File: config.mk
export PLATFORM = sky130hd
export DESIGN_NAME = seg_scan_decoder
export DESIGN_NICKNAME = d
export VERILOG_FILES = /design/src/rtl/seg_scan_decoder.sv
export SDC_FILE = /design/constraint.sdc
export NUM_CORES = 1
export LEC_CHECK = 0
export CORE_ASPECT_RATIO = 2
export CORE_MARGIN = 4
export CORE_UTILIZATION = 40
export DETAILED_ROUTE_END_ITERATION = 8
export HOLD_SLACK_MARGIN = 0.06
export PLACE_DENSITY_LB_ADDON = 0.1
export REMOVE_ABC_BUFFERS = 1
export SYNTH_ARGS = -nofsm -noshare
export SYNTH_HDL_FRONTEND = slang
export SYNTH_SLANG_ARGS = --single-unit
File: constraint.sdc
create_clock -name clk -period 4.1 [get_ports clk]
set_input_delay 0.615 -clock clk [delete_from_list [all_inputs] [get_ports clk]]
set_output_delay 0.615 -clock clk [all_outputs]
set_load 0.03 [all_outputs]
File: src/rtl/seg_scan_decoder.sv
// seg_scan_decoder
// Monitors a multiplexed two-digit seven-segment scan bus (active-low digit
// enables, active-low abcdefgh segments), waits for each (enable, segment)
// pair to hold steady, then decodes it back to BCD for the units/tens digit.
// Each digit carries a valid flag that clears on blank/bad patterns or when
// no commit has reached that digit for TIMEOUT_CYCLES cycles.
//
// Build option: SEG_SCAN_GLITCH_FILTER_EN
//   defined   -> a pair must be stable for STABLE_CYCLES before it commits
//   undefined -> no filter; behaves as STABLE_CYCLES = 1
//
// state | meaning
// IDLE  | no digit selected on the bus
// TRACK | a digit is selected, waiting for the pair to settle
// HELD  | current pair already committed, waiting for it to change
module seg_scan_decoder #(
  parameter int STABLE_CYCLES  = 16,
  parameter int TIMEOUT_CYCLES = 200000
) (
  input  logic       clk,
  input  logic       reset,
  input  logic [7:0] illuminate,
  input  logic [7:0] segment,
  output logic [3:0] units,
  output logic [3:0] tens,
  output logic       units_valid,
  output logic       tens_valid,
  output logic       update,
  output logic       bad_pattern
);

  localparam int TW = $clog2(TIMEOUT_CYCLES + 1);
  localparam logic [TW-1:0] TMO_MAX = TW'(TIMEOUT_CYCLES);

  typedef enum logic [1:0] {IDLE, TRACK, HELD} state_t;

  state_t state_q, state_d;

  logic [7:0] ill_s1_q, ill_s2_q, ill_p_q;
  logic [7:0] seg_s1_q, seg_s2_q, seg_p_q;

  logic          sel_units, sel_tens, sel_any, changed, stable_done;
  logic          commit, is_digit, is_blank;
  logic [3:0]    dec_val;

  logic [3:0]    units_q, units_d, tens_q, tens_d;
  logic          uv_q, uv_d, tv_q, tv_d;
  logic          update_q, update_d, bad_q, bad_d;
  logic [TW-1:0] u_tmo_q, u_tmo_d, t_tmo_q, t_tmo_d;

  // Two-flop synchronizer plus a copy of the previous synchronized pair.
  always_ff @(posedge clk or posedge reset) begin
    if (reset) begin
      ill_s1_q <= 8'hFF;
      ill_s2_q <= 8'hFF;
      ill_p_q  <= 8'hFF;
      seg_s1_q <= 8'hFF;
      seg_s2_q <= 8'hFF;
      seg_p_q  <= 8'hFF;
    end else begin
      ill_s1_q <= illuminate;
      ill_s2_q <= ill_s1_q;
      ill_p_q  <= ill_s2_q;
      seg_s1_q <= segment;
      seg_s2_q <= seg_s1_q;
      seg_p_q  <= seg_s2_q;
    end
  end

  assign sel_units = (ill_s2_q == 8'hFE);
  assign sel_tens  = (ill_s2_q == 8'hFD);
  assign sel_any   = sel_units | sel_tens;
  assign changed   = (ill_s2_q != ill_p_q) || (seg_s2_q != seg_p_q);

`ifdef SEG_SCAN_GLITCH_FILTER_EN
  localparam int CW = $clog2(STABLE_CYCLES);
  localparam logic [CW-1:0] CNT_TOP = CW'(STABLE_CYCLES - 1);

  logic [CW-1:0] cnt_q, cnt_d;

  // Stability counter: restarts on any change or loss of select, saturates at the top.
  always_comb begin
    cnt_d = cnt_q;
    if (changed || !sel_any) cnt_d = '0;
    else if (cnt_q != CNT_TOP) cnt_d = cnt_q + 1'b1;
  end

  // Stability counter register.
  always_ff @(posedge clk or posedge reset) begin
    if (reset) cnt_q <= '0;
    else       cnt_q <= cnt_d;
  end

  assign stable_done = (cnt_q == CNT_TOP);
`else
  assign stable_done = 1'b1;
`endif

  // FSM state register.
  always_ff @(posedge clk or posedge reset) begin
    if (reset) state_q <= IDLE;
    else       state_q <= state_d;
  end

  // FSM next-state logic.
  always_comb begin
    state_d = state_q;
    case (state_q)
      IDLE:  if (sel_any) state_d = TRACK;
      TRACK: begin
        if (!sel_any)                     state_d = IDLE;
        else if (!changed && stable_done) state_d = HELD;
      end
      HELD: begin
        if (!sel_any)     state_d = IDLE;
        else if (changed) state_d = TRACK;
      end
      default: state_d = IDLE;
    endcase
  end

  // FSM outputs: commit strobe and pattern classification.
  always_comb begin
    commit   = (state_q == TRACK) && sel_any && !changed && stable_done;
    is_digit = 1'b1;
    is_blank = 1'b0;
    dec_val  = 4'd0;
    case (seg_s2_q[7:1])
      7'b0000001: dec_val = 4'd0;
      7'b1001111: dec_val = 4'd1;
      7'b0010010: dec_val = 4'd2;
      7'b0000110: dec_val = 4'd3;
      7'b1001100: dec_val = 4'd4;
      7'b0100100: dec_val = 4'd5;
      7'b0100000: dec_val = 4'd6;
      7'b0001111: dec_val = 4'd7;
      7'b0000000: dec_val = 4'd8;
      7'b0000100: dec_val = 4'd9;
      7'b1111111: begin is_digit = 1'b0; is_blank = 1'b1; end
      default:    is_digit = 1'b0;
    endcase
  end

  // Digit registers, timeouts and pulses; a commit overrides a same-cycle timeout.
  always_comb begin
    units_d = units_q;
    tens_d  = tens_q;
    uv_d    = uv_q;
    tv_d    = tv_q;
    u_tmo_d = (u_tmo_q == TMO_MAX) ? u_tmo_q : u_tmo_q + 1'b1;
    t_tmo_d = (t_tmo_q == TMO_MAX) ? t_tmo_q : t_tmo_q + 1'b1;
    if (u_tmo_q != TMO_MAX && u_tmo_d == TMO_MAX) uv_d = 1'b0;
    if (t_tmo_q != TMO_MAX && t_tmo_d == TMO_MAX) tv_d = 1'b0;
    if (commit && sel_units) begin
      u_tmo_d = '0;
      uv_d    = is_digit;
      if (is_digit) units_d = dec_val;
    end
    if (commit && sel_tens) begin
      t_tmo_d = '0;
      tv_d    = is_digit;
      if (is_digit) tens_d = dec_val;
    end
    bad_d    = commit && !is_digit && !is_blank;
    update_d = (units_d != units_q) || (tens_d != tens_q) ||
               (uv_d != uv_q) || (tv_d != tv_q);
  end

  // Output and timeout registers.
  always_ff @(posedge clk or posedge reset) begin
    if (reset) begin
      units_q  <= 4'd0;
      tens_q   <= 4'd0;
      uv_q     <= 1'b0;
      tv_q     <= 1'b0;
      u_tmo_q  <= '0;
      t_tmo_q  <= '0;
      update_q <= 1'b0;
      bad_q    <= 1'b0;
    end else begin
      units_q  <= units_d;
      tens_q   <= tens_d;
      uv_q     <= uv_d;
      tv_q     <= tv_d;
      u_tmo_q  <= u_tmo_d;
      t_tmo_q  <= t_tmo_d;
      update_q <= update_d;
      bad_q    <= bad_d;
    end
  end

  assign units       = units_q;
  assign tens        = tens_q;
  assign units_valid = uv_q;
  assign tens_valid  = tv_q;
  assign update      = update_q;
  assign bad_pattern = bad_q;

endmodule
* Word level (Yosys, flattened, before mapping)
Index checks and enable logic that the tools add are counted.
Word-level totals: register bits after elaboration 98, bits of input ports 18, output and inout port bits 12, word-level logic and storage cells 87
Cells by class: add/sub/neg operators 2, equal/unequal tests 29, mux-type cells 21, bitwise gates (word level) 1, reduce and logical (&&, ||, !) cells 19
Operators by type and width (number):
- $eq A18 B18 Y1 const B | 4
- $mux W18 | 4
- $add A18 B1 Y18 const B | 2
- $ne A18 B18 Y1 const B | 2
- $pmux W4 S9 | 1
- $eq A7 B7 Y1 const B | 3
- $eq A8 B8 Y1 const B | 2
- $mux W4 | 4
- $ne A8 B8 Y1 | 2
- $eq A7 B3 Y1 const B | 2
- $eq A7 B6 Y1 const B | 2
- $mux W2 | 5
- $reduce_or A10 Y1 | 1
- $logic_and A1 B1 Y1 | 8
- $ne A4 B4 Y1 | 2
- $eq A7 B1 Y1 const B | 1
- $eq A7 B4 Y1 const B | 1
- $eq A7 B5 Y1 const B | 1
- $logic_not A7 Y1 | 1
- $mux W1 | 6
- $ne A3 B3 Y1 const B | 2
- $pmux W2 S3 | 1
- $logic_or A1 B1 Y1 | 4
- $logic_not A1 Y1 | 3
- 7 further kinds | 8

* Logic depth before layout (Yosys ltp)
Gate-level depths: netlist (run 1).
depth after elaboration 10, mapped depth 9, depth with buffers taken out 9

* Worst setup path after synthesis (run 1)
No wires, ideal clock.
path type reg2reg, start point register seg_s2_q[4], end point register units_q[1], in the netlist units[1], library setup time 0.125 ns, arrival 2.225 ns, setup slack 1.749 ns, stages on the path, launching flop included 8, buffers on the path 1, clock period less this slack 2.351 ns, cells stage by stage dfstp_2 > clkbuf_1 > xor2_2 > nor4_2 > nand4_2 > or3_4 > nor2b_4 > mux2_4
On the way: cells in the longest elaborated chain, start to end 6
RTL lines:
- start, declared | line 40 | logic [7:0] seg_s1_q, seg_s2_q, seg_p_q;
- start signal, assigned | line 65 | seg_s2_q <= seg_s1_q;
- branches (longest 5 deep; another with $reduce_or A10 Y1)
- $mux W4 (*) | line 154 | if (commit && sel_units) begin
- net units_d[1] | line 46 | logic [3:0] units_q, units_d, tens_q, tens_d;
- end signal, assigned | line 181 | units_q <= units_d;
- end, declared | line 46
Mark *: on every way through the listed nets, which the timed path passes. A chain may end at the register's enable or synchronous reset.

* Worst setup path after layout (run 1)
start point register seg_s2_q[2], end point register update_q, in the netlist update
On the way: cells in the longest elaborated chain, start to end 10
RTL lines:
- branches (longest 9 deep; another with $reduce_or A10 Y1)
- $logic_or A1 B1 Y1 (*) | line 166 | (uv_d != uv_q) || (tv_d != tv_q);
- net update_d | line 48 | logic update_q, update_d, bad_q, bad_d;
- end signal, assigned | line 187 | update_q <= update_d;
- end, declared | line 48
Marked as above.

==> results of run 1 <==
-- power by group through the flow --
stage / Clock, mW / Sequential, mW / Combinational [mW]
2_1_floorplan: 0 / 1.04 / 0.0454
3_3_place_gp: 0 / 1.05 / 0.0780
3_5_place_dp: 0 / 1.05 / 0.0787
4_1_cts: 0.860 / 1.04 / 0.0788
5_1_grt: 0.905 / 1.04 / 0.0850
6_report: 0.826 / 1.04 / 0.0750
-- cell usage after synthesis (3+ instances only) --
| cell type | instances |
|---|---|
| a21oi_1 | 11 |
| and3_1 | 6 |
| buf_2 | 8 |
| clkbuf_1 | 7 |
| dfrtp_1 | 50 |
| dfstp_2 | 48 |
| ha_1 | 4 |
| inv_1 | 12 |
| mux2_4 | 4 |
| mux2i_1 | 4 |
| nand2_1 | 27 |
| nand2b_1 | 6 |
| nand3_1 | 21 |
| nand4_1 | 16 |
| nand4b_1 | 3 |
| nor2_1 | 57 |
| nor2b_1 | 7 |
| nor3_1 | 10 |
| nor3b_1 | 3 |
| nor4_1 | 3 |
| nor4_2 | 6 |
| o211ai_1 | 3 |
| o21ai_0 | 10 |
| o22ai_1 | 4 |
| or3_1 | 3 |
| xnor2_1 | 16 |
| xor2_1 | 40 |
| xor2_2 | 5 |
-- flip-flops by register name (all words and copies together) (netlist names), 8 cells and up --
name / flops
t_tmo_q: 18
ill_p_q: 8
seg_s2_q: 8
u_tmo_q: 18
ill_s2_q: 8
seg_p_q: 8
ill_s1_q: 8
seg_s1_q: 8
-- layout make-up --
class	count	area [µm²]
repair buffers	32	313
fillers	1123	6270
flip-flops and latches	98	2510
clock buffers	9	225
clock inverters	7	68.8
inverters	12	47.5
multi-input cells	315	2150
well taps	145	181
-- stage by stage --
stage	utilization (%)	hold slack, ps	cell area, µm²	setup WS (ps)	power (mW)
after detailed placement	44.2	348	5200	1430	1.13
after CTS	46.7	359	5500	1430	1.98
after global routing	46.7	361	5500	1260	2.03
final	46.7	357	5500	1470	1.94
after global placement	44.2	347	5200	1520	1.13
after floorplan	-	345	4700	1000	1.09
-- cell families after synthesis --
| logic type | count (synthesis) | share of synthesized area [%] |
|---|---|---|
| AND/OR/NAND/NOR | 195 | 23.2 |
| flip-flops | 98 | 52.3 |
| XOR/XNOR | 61 | 11.9 |
| AO/OA/AOI/OAI | 46 | 6.12 |
| buffers and inverters | 32 | 3.12 |
| multiplexers | 9 | 2.32 |
| adder cells (fa/ha/maj) | 4 | 1.04 |
-- metal layers --
layer  routed length [µm]  global-route usage, %  up-vias
li1                     -                      -     1581
met1                 3680                   16.8     1583
met2                 6090                   30.6       41
met3                  226                   3.18       14
met4                  197                   5.98        0
met5                    0                      0        -
-- critical path, delay by kind of cell, from the launching register on --
| family | cells | cell delay, ps |
|---|---|---|
| flip-flops | 1 | 680 |
| AND/OR/NAND/NOR | 6 | 1670 |
| XOR/XNOR | 1 | 150 |
-- final timing paths --
kind	startpoint	to	slack [ps]	cells past startpoint
worst max-delay path	seg_s2_q[2]	update	1470	7
worst min-delay path	seg_s1_q[0]	seg_s2_q[0]	360	0
worst max register to register	seg_s2_q[2]	update	1470	7
worst min register to register	seg_s1_q[0]	seg_s2_q[0]	360	0
max in group asynchronous	reset	seg_s2_q[1]	2480	3
min in group asynchronous	reset	u_tmo_q[17]	790	2
==> qor.yml, run 1 <==
setup_path:
  cp-end-kind: "flop"
  slowest_stage: "nor3_4"
  worst_setup_path_start_kind: "flop"
  arrival_ps: 2850
  worstSetupPathType: "flop to flop"
  cp_max_fo: 19
  cp_slowest_stage_delay_ps: 740
  required_ps: 4320
  cpMostUsedCell: "nand4_1"
  worstPathCellList: "xor2_1 > nor4_4 > nand4_2 > nor3_4 > nor2_1 > nand4_1 > nand4_1"
clock_network:
  cts_buffer_depth: 2
  cts_buffers: 9
  cts_hold_buf: 0
  htreeDepth: 3
  cts_tree: "yes"
  clock_insertion_delay_worst_skew_ps: 350
  ctsResizeCount: 0
  path_clk_slew_ps: 70
  cts_root_buffer: "clkbuf_16"
  clock-sinks: 98
  postCtsSetupBuffers: 0
global_routing:
  grt_max_degree: 70
  grt_first_pass_wirelength_um: 17300
  grt_overflow: 0
  antenna_found_initial: 0
  grt_usage_pct: 16.0
  grt_pass1_vias: 3415
drt:
  drt_iter0_drc: 136
  antenna_left: 0
  wire_per_inst_um: 16.5
  drc: 0
  totalWireLength_um: 10200
  via_per_inst: 5.21
  first_pass_iters: 4
  num_vias: 3219
layout:
  layoutNonFillerInstCount: 618
  layout_commonest_cell: "nor2_1"
  layout-drive-gt1-share_pct: 21.4
  antenna_cells: 0
  layout.nets: 490
  syn2layout_area_growth_pct: 14.4
  layout_common_cells: "57 x nor2_1, 50 x dfrtp_1, 48 x dfstp_2"
sta:
  worst_pin_slew_ps: 860
  tns_ps: 0
  fin_skew_ps: 5.89
  setup-violations-final: 0
  worst_slew_margin_rel_pct: 42.6
  drv_slew: 0
  grt_setup_unrepaired: "false"
  layout_min_cycle_time_ps: 2630
  fmax_mhz: 380
  hold_viol: 0
  min_period_over_period_pct: 64.2
floorplanning:
  die_area_mm2: 0.0139
  start_util_pct: 40.8
  die-width_um: 85.5
  io_pins: 30
  die_h_um: 163
  fp-row-count: 56
  core_area_mm2: 0.0118
pwr:
  p_clk_share_pct: 42.6
  power_density_mw_per_mm2: 352
  power.switching_uw: 463
  p_int_mw: 1.47
  leakagePower_nw: 2.19
  ir_worst_vdd_mv: 0.218
  p_sw_share_pct: 23.9
  p_comb_share_pct: 3.9
  p_seq_share_pct: 53.5
synthesis:
  synthCells: 445
  synth.cell_area_mm2: 0.00481
  synth_edf_count: 0
  ys_ff_latch: 98
  async_reset_ff_share_pct: 100
  yosysTopAreaCellShare_pct: 26.2
  synth_warnings: 0
  yosysTopAreaCell: "dfstp_2"
  avgSynthCellArea_um2: 10.8
  yosysSeqAreaShare_pct: 52.3
  synthTopCellsByArea: "dfstp_2 26%, dfrtp_1 26%, xor2_1 7.3%"
  synth_ff_type: "dfrtp_1"
  synthDistinctLibCells: 65
hold_path:
  hold_class: "flop to flop"
job:
  cap_violations: 0
placement:
  gp_congestion: 0.824
  dp.cells: 602
  place.port_buffers: 29
  dp_hpwl_um: 7580
run_status:
  outcome: "finished clean"
(Power assumes the default switching activity.)
==> run 2, diff against run 1 <==
- clock period: 4.1 -> 2.6 ns (I/O delays scaled with it)
==> qor.yml, run 2 (synthesis results as in run 1) <==
sta:
  drv_slew: 0
  setup_slack_ps: 216
  fin_skew_ps: 8.67
  min_period_over_period_pct: 91.7
  layout_min_cycle_time_ps: 2380
  fmax_mhz: 419
  hold_viol: 0
  worst_pin_slew_ps: 544
  worst_slew_margin_rel_pct: 63.8
  grt_setup_unrepaired: "false"
  setup-violations-final: 0
layout:
  layout_common_cells: "57 x nor2_1, 50 x dfrtp_1, 48 x dfstp_2"
  largest_registers: "t_tmo_q (18), u_tmo_q (18)"
  layout.nets: 503
  final_core_util_pct: 47.6
  syn2layout_area_growth_pct: 16.5
  layout_commonest_cell: "nor2_1"
  design_area_mm2: 0.00560
  layout-drive-gt1-share_pct: 23.5
  antenna_cells: 0
drt:
  totalWireLength_um: 10500
  num_vias: 3290
  first_pass_iters: 4
  wire_per_inst_um: 16.6
  drt_iter0_drc: 125
  antenna_left: 0
  via_per_inst: 5.21
  drc: 0
placement:
  place_area_mm2: 0.00531
  preCtsSetupSlack_ps: 216
  gp_congestion: 0.804
  place.port_buffers: 29
  dp_hpwl_um: 7870
floorplanning:
  die_h_um: 163
  core_area_mm2: 0.0118
  io_pins: 30
  die-width_um: 85.5
  fp-row-count: 56
  start_util_pct: 40.8
  die_area_mm2: 0.0139
setup_path:
  r2r_slack_ps: 220
  cp_slowest_stage_delay_ps: 650
  arrival_ps: 2610
  worstSetupPathType: "flop to flop"
  slowest_stage: "dfstp_2"
  worstPathCellList: "xor2_2 > nor4_2 > nand4_2 > or3_4 > nor2b_4 > mux2_4"
  required_ps: 2830
  cp_max_fo: 11
  cp-end-kind: "flop"
  worst_setup_path_start_kind: "flop"
clock_network:
  cts_root_buffer: "clkbuf_16"
  cts_buffer_depth: 2
  cts_hold_buf: 0
  htreeDepth: 3
  cts_tree: "yes"
  clock-sinks: 98
  cts_buffers: 9
  clock_insertion_delay_worst_skew_ps: 350
  path_clk_slew_ps: 70
  ctsResizeCount: 0
  postCtsSetupBuffers: 0
pwr:
  power_density_mw_per_mm2: 541
  power.total_mw: 3.03
  ir_worst_vdd_mv: 0.346
  leakagePower_nw: 2.26
global_routing:
  grt_max_degree: 44
  grt_pass1_vias: 3467
  grt_usage_pct: 16.1
  grt_overflow: 0
  grt_first_pass_wirelength_um: 17400
  antenna_found_initial: 0
run_status:
  outcome: "finished clean"
job:
  cap_violations: 0
hold_path:
  hold_class: "flop to flop"
==> run 2: where the power goes <==
part	switching (mW)	leakage [nW]	total, mW	internal (mW)
combinational	0.0737	0.944	0.132	0.0587
sequential	0.0320	1.17	1.63	1.59
clock	0.605	0.142	1.27	0.666
==> run 2: layer usage <==
layer / GRT usage, % / share of wire [%] / vias to the layer above
met5: 0 / 0 / -
met4: 7.71 / 2.6 / 0
met3: 2.98 / 2.2 / 21
met2: 30.7 / 59 / 40
met1: 16.4 / 37 / 1625
li1: - / - / 1604
==> run 2: layout make-up <==
class	instances	area, µm²
repair buffers	45	423
clock buffers	9	225
inverters	12	47.5
well taps	145	181
flip-flops and latches	98	2510
multi-input cells	315	2150
clock inverters	7	60.1
fillers	1086	6170
==> run 2: worst paths after layout <==
| kind | from | endpoint | cells after the start |
|---|---|---|---|
| setup / recovery | seg_s2_q[1] | tens[1] | 6 |
| hold / removal | ill_s1_q[2] | ill_s2_q[2] | 0 |
| hold reg to reg | ill_s1_q[2] | ill_s2_q[2] | 0 |
| max in group asynchronous | reset | ill_s1_q[3] | 3 |
| min in group asynchronous | reset | u_tmo_q[16] | 2 |
| setup reg to reg | seg_s2_q[1] | tens[1] | 6 |
==> run 2: worst max-delay path: cells and delay by family, from the launching register on <==
kind | cells | cell delay, ps
and+or+nand+nor | 4 | 1200
DFF | 1 | 650
xor gates and xnor gates | 1 | 100
muxes | 1 | 320
==> run 2: through the flow <==
step	std cells	hold slack [ps]	setup TNS (ps)
2_1_floorplan	425	345	-14590
3_3_place_gp	615	346	0
3_5_place_dp	615	347	0
4_1_cts	631	357	0
5_1_grt	631	362	0
6_report	631	355	0
==> run 3, diff against run 2 <==
- ABC_AREA: default -> 1
- CTS_CLUSTER_DIAMETER: default -> 40
==> qor.yml, run 3 <==
run_status:
  outcome: "finished clean"
sta:
  setup-violations-final: 0
  worst_slew_margin_rel_pct: 60.9
  fin_skew_ps: 12.3
  grt_setup_unrepaired: "false"
  hold_ws_ps: 352
  worst_pin_slew_ps: 587
  hold_viol: 0
  min_period_over_period_pct: 85.2
  drv_slew: 0
  layout_min_cycle_time_ps: 2210
  fmax_mhz: 452
clock_network:
  ctsResizeCount: 0
  cts_buffers: 9
  postCtsSetupBuffers: 0
  clock_insertion_delay_worst_skew_ps: 350
  cts_buffer_depth: 2
  cts_hold_buf: 0
  cts_root_buffer: "clkbuf_16"
  clock-sinks: 98
  path_clk_slew_ps: 80
  htreeDepth: 3
  cts_tree: "yes"
layout:
  fillCellCount: 1200
  largest_registers: "t_tmo_q (18), u_tmo_q (18)"
  syn2layout_area_growth_pct: 15.8
  layout_common_cells: "122 x nand2_1, 101 x nor2_1, 86 x inv_1"
  layout-drive-gt1-share_pct: 17.1
  antenna_cells: 0
  layout_commonest_cell: "nand2_1"
  layout.nets: 647
setup_path:
  worstSetupPathType: "flop to flop"
  arrival_ps: 2500
  worst_setup_path_start_kind: "flop"
  required_ps: 2880
  cp-end-kind: "flop"
  rr_worst_depth: 15
  cp_max_fo: 20
drt:
  via_per_inst: 4.83
  antenna_left: 0
  wire_per_inst_um: 13.7
  totalWireLength_um: 10600
  drt_iter0_drc: 164
  first_pass_iters: 4
  drc: 0
  num_vias: 3751
global_routing:
  grt_max_degree: 51
  grt_usage_pct: 16.2
  grt_overflow: 0
  antenna_found_initial: 0
  grt_first_pass_wirelength_um: 17900
  grt_pass1_vias: 3913
pwr:
  power.total_mw: 3.05
  leakagePower_nw: 2.75
  ir_worst_vdd_mv: 0.308
  power_density_mw_per_mm2: 534
placement:
  dp_hpwl_um: 8020
  place.port_buffers: 29
  gp_congestion: 0.871
synthesis:
  yosysTopAreaCellShare_pct: 25.5
  synthTopCellsByArea: "dfstp_2 26%, dfrtp_1 25%, nand2_1 9.3%"
  synth_edf_count: 0
  synthDistinctLibCells: 40
  yosysSeqAreaShare_pct: 50.9
  ys_ff_latch: 98
  avgSynthCellArea_um2: 8.44
  async_reset_ff_share_pct: 100
  synth.cell_area_mm2: 0.00494
  yosysTopAreaCell: "dfstp_2"
  netlist_top_cells_count: "122 x nand2_1, 101 x nor2_1, 87 x inv_1"
  yosysMostFrequentCell: "nand2_1"
  synth_ff_type: "dfrtp_1"
  synthCells: 585
  synth_warnings: 0
floorplanning:
  die_area_mm2: 0.0143
  fp-row-count: 57
  start_util_pct: 40.7
  die_h_um: 165
  die-width_um: 86.6
  core_area_mm2: 0.0121
  io_pins: 30
hold_path:
  hold_class: "flop to flop"
  whs_path_depth: 0
job:
  cap_violations: 0
[run 3: cell types whose count changed after synthesis, moves of 7 or more]
cell | previous run | this run
buf_2 | 8 | 1
clkbuf_1 | 7 | 0
inv_1 | 12 | 87
nand2_1 | 27 | 122
nand2_2 | 0 | 7
nand3_1 | 21 | 42
nor2_1 | 57 | 101
nor2_4 | 0 | 10
nor2b_1 | 7 | 0
xor2_1 | 40 | 22
[run 3: stage by stage]
stage               TNS (ps)  setup slack [ps]  instance area, µm²  instances  utilization, %
detailed placement         0               361                5430        761            44.8
CTS                        0               345                5720        777            47.2
finish                     0               385                5720        777            47.2
floorplan             -13630              -273                4910        581               -
global placement           0               371                5430        761            44.8
global route               0               133                5720        777            47.2
[run 3: layout make-up]
type | instances | area, µm² | area share [%]
clock buffers | 10 | 229 | 4.00
clock inverters | 6 | 57.6 | 1.01
inverters | 94 | 358 | 6.26
multi-input cells | 389 | 2040 | 35.8
flip-flops and latches | 98 | 2510 | 43.9
well taps | 147 | 184 | 3.22
repair buffers | 33 | 333 | 5.82
[run 3: logic make-up (layout without fill, tap and decap cells)]
kind of cell,after synthesis,in the layout,share of synthesized area (%)
and+or+nand+nor,327,327,31.4
buffers and inverters,98,143,7.75
DFF,98,98,50.9
xor gates and xnor gates,32,32,5.67
AOI/OAI and AO/OA,26,26,3.27
adders and majority gates,4,4,1.01
[run 3: worst max-delay path, stage by stage (launching register included)]
cell	delay [ps]
dfstp_2	590
inv_2	70
nand2_1	50
nand2_1	50
nor2_1	130
nand2_1	110
nor2_4	190
nand3_4	140
nor2_4	150
buf_4	260
nand3_1	90
nand2_1	80
nor2_1	50
nand4_1	70
nor2_1	40
nand3_1	60
[run 3: final timing paths]
kind	from	endpoint	slack [ps]
setup / recovery	seg_s2_q[4]	update	390
hold / removal	seg_s1_q[6]	seg_s2_q[6]	350
setup reg to reg	seg_s2_q[4]	update	390
hold reg to reg	seg_s1_q[6]	seg_s2_q[6]	350
max in group asynchronous	reset	seg_p_q[2]	1460
min in group asynchronous	reset	bad_pattern	450
[run 3: power by group]
| part | switching, mW | internal (mW) |
|---|---|---|
| Combinational | 0.0853 | 0.0525 |
| Clock | 0.620 | 0.674 |
| Sequential | 0.0272 | 1.59 |
[run 3: routing by layer]
layer / GRT usage, % / vias to the layer above / part of all wire [%]
met3: 3.23 / 41 / 2.7
met2: 29.8 / 67 / 55
met5: 0 / - / 0
met4: 10.0 / 0 / 4.9
li1: - / 1890 / -
met1: 16.3 / 1753 / 37
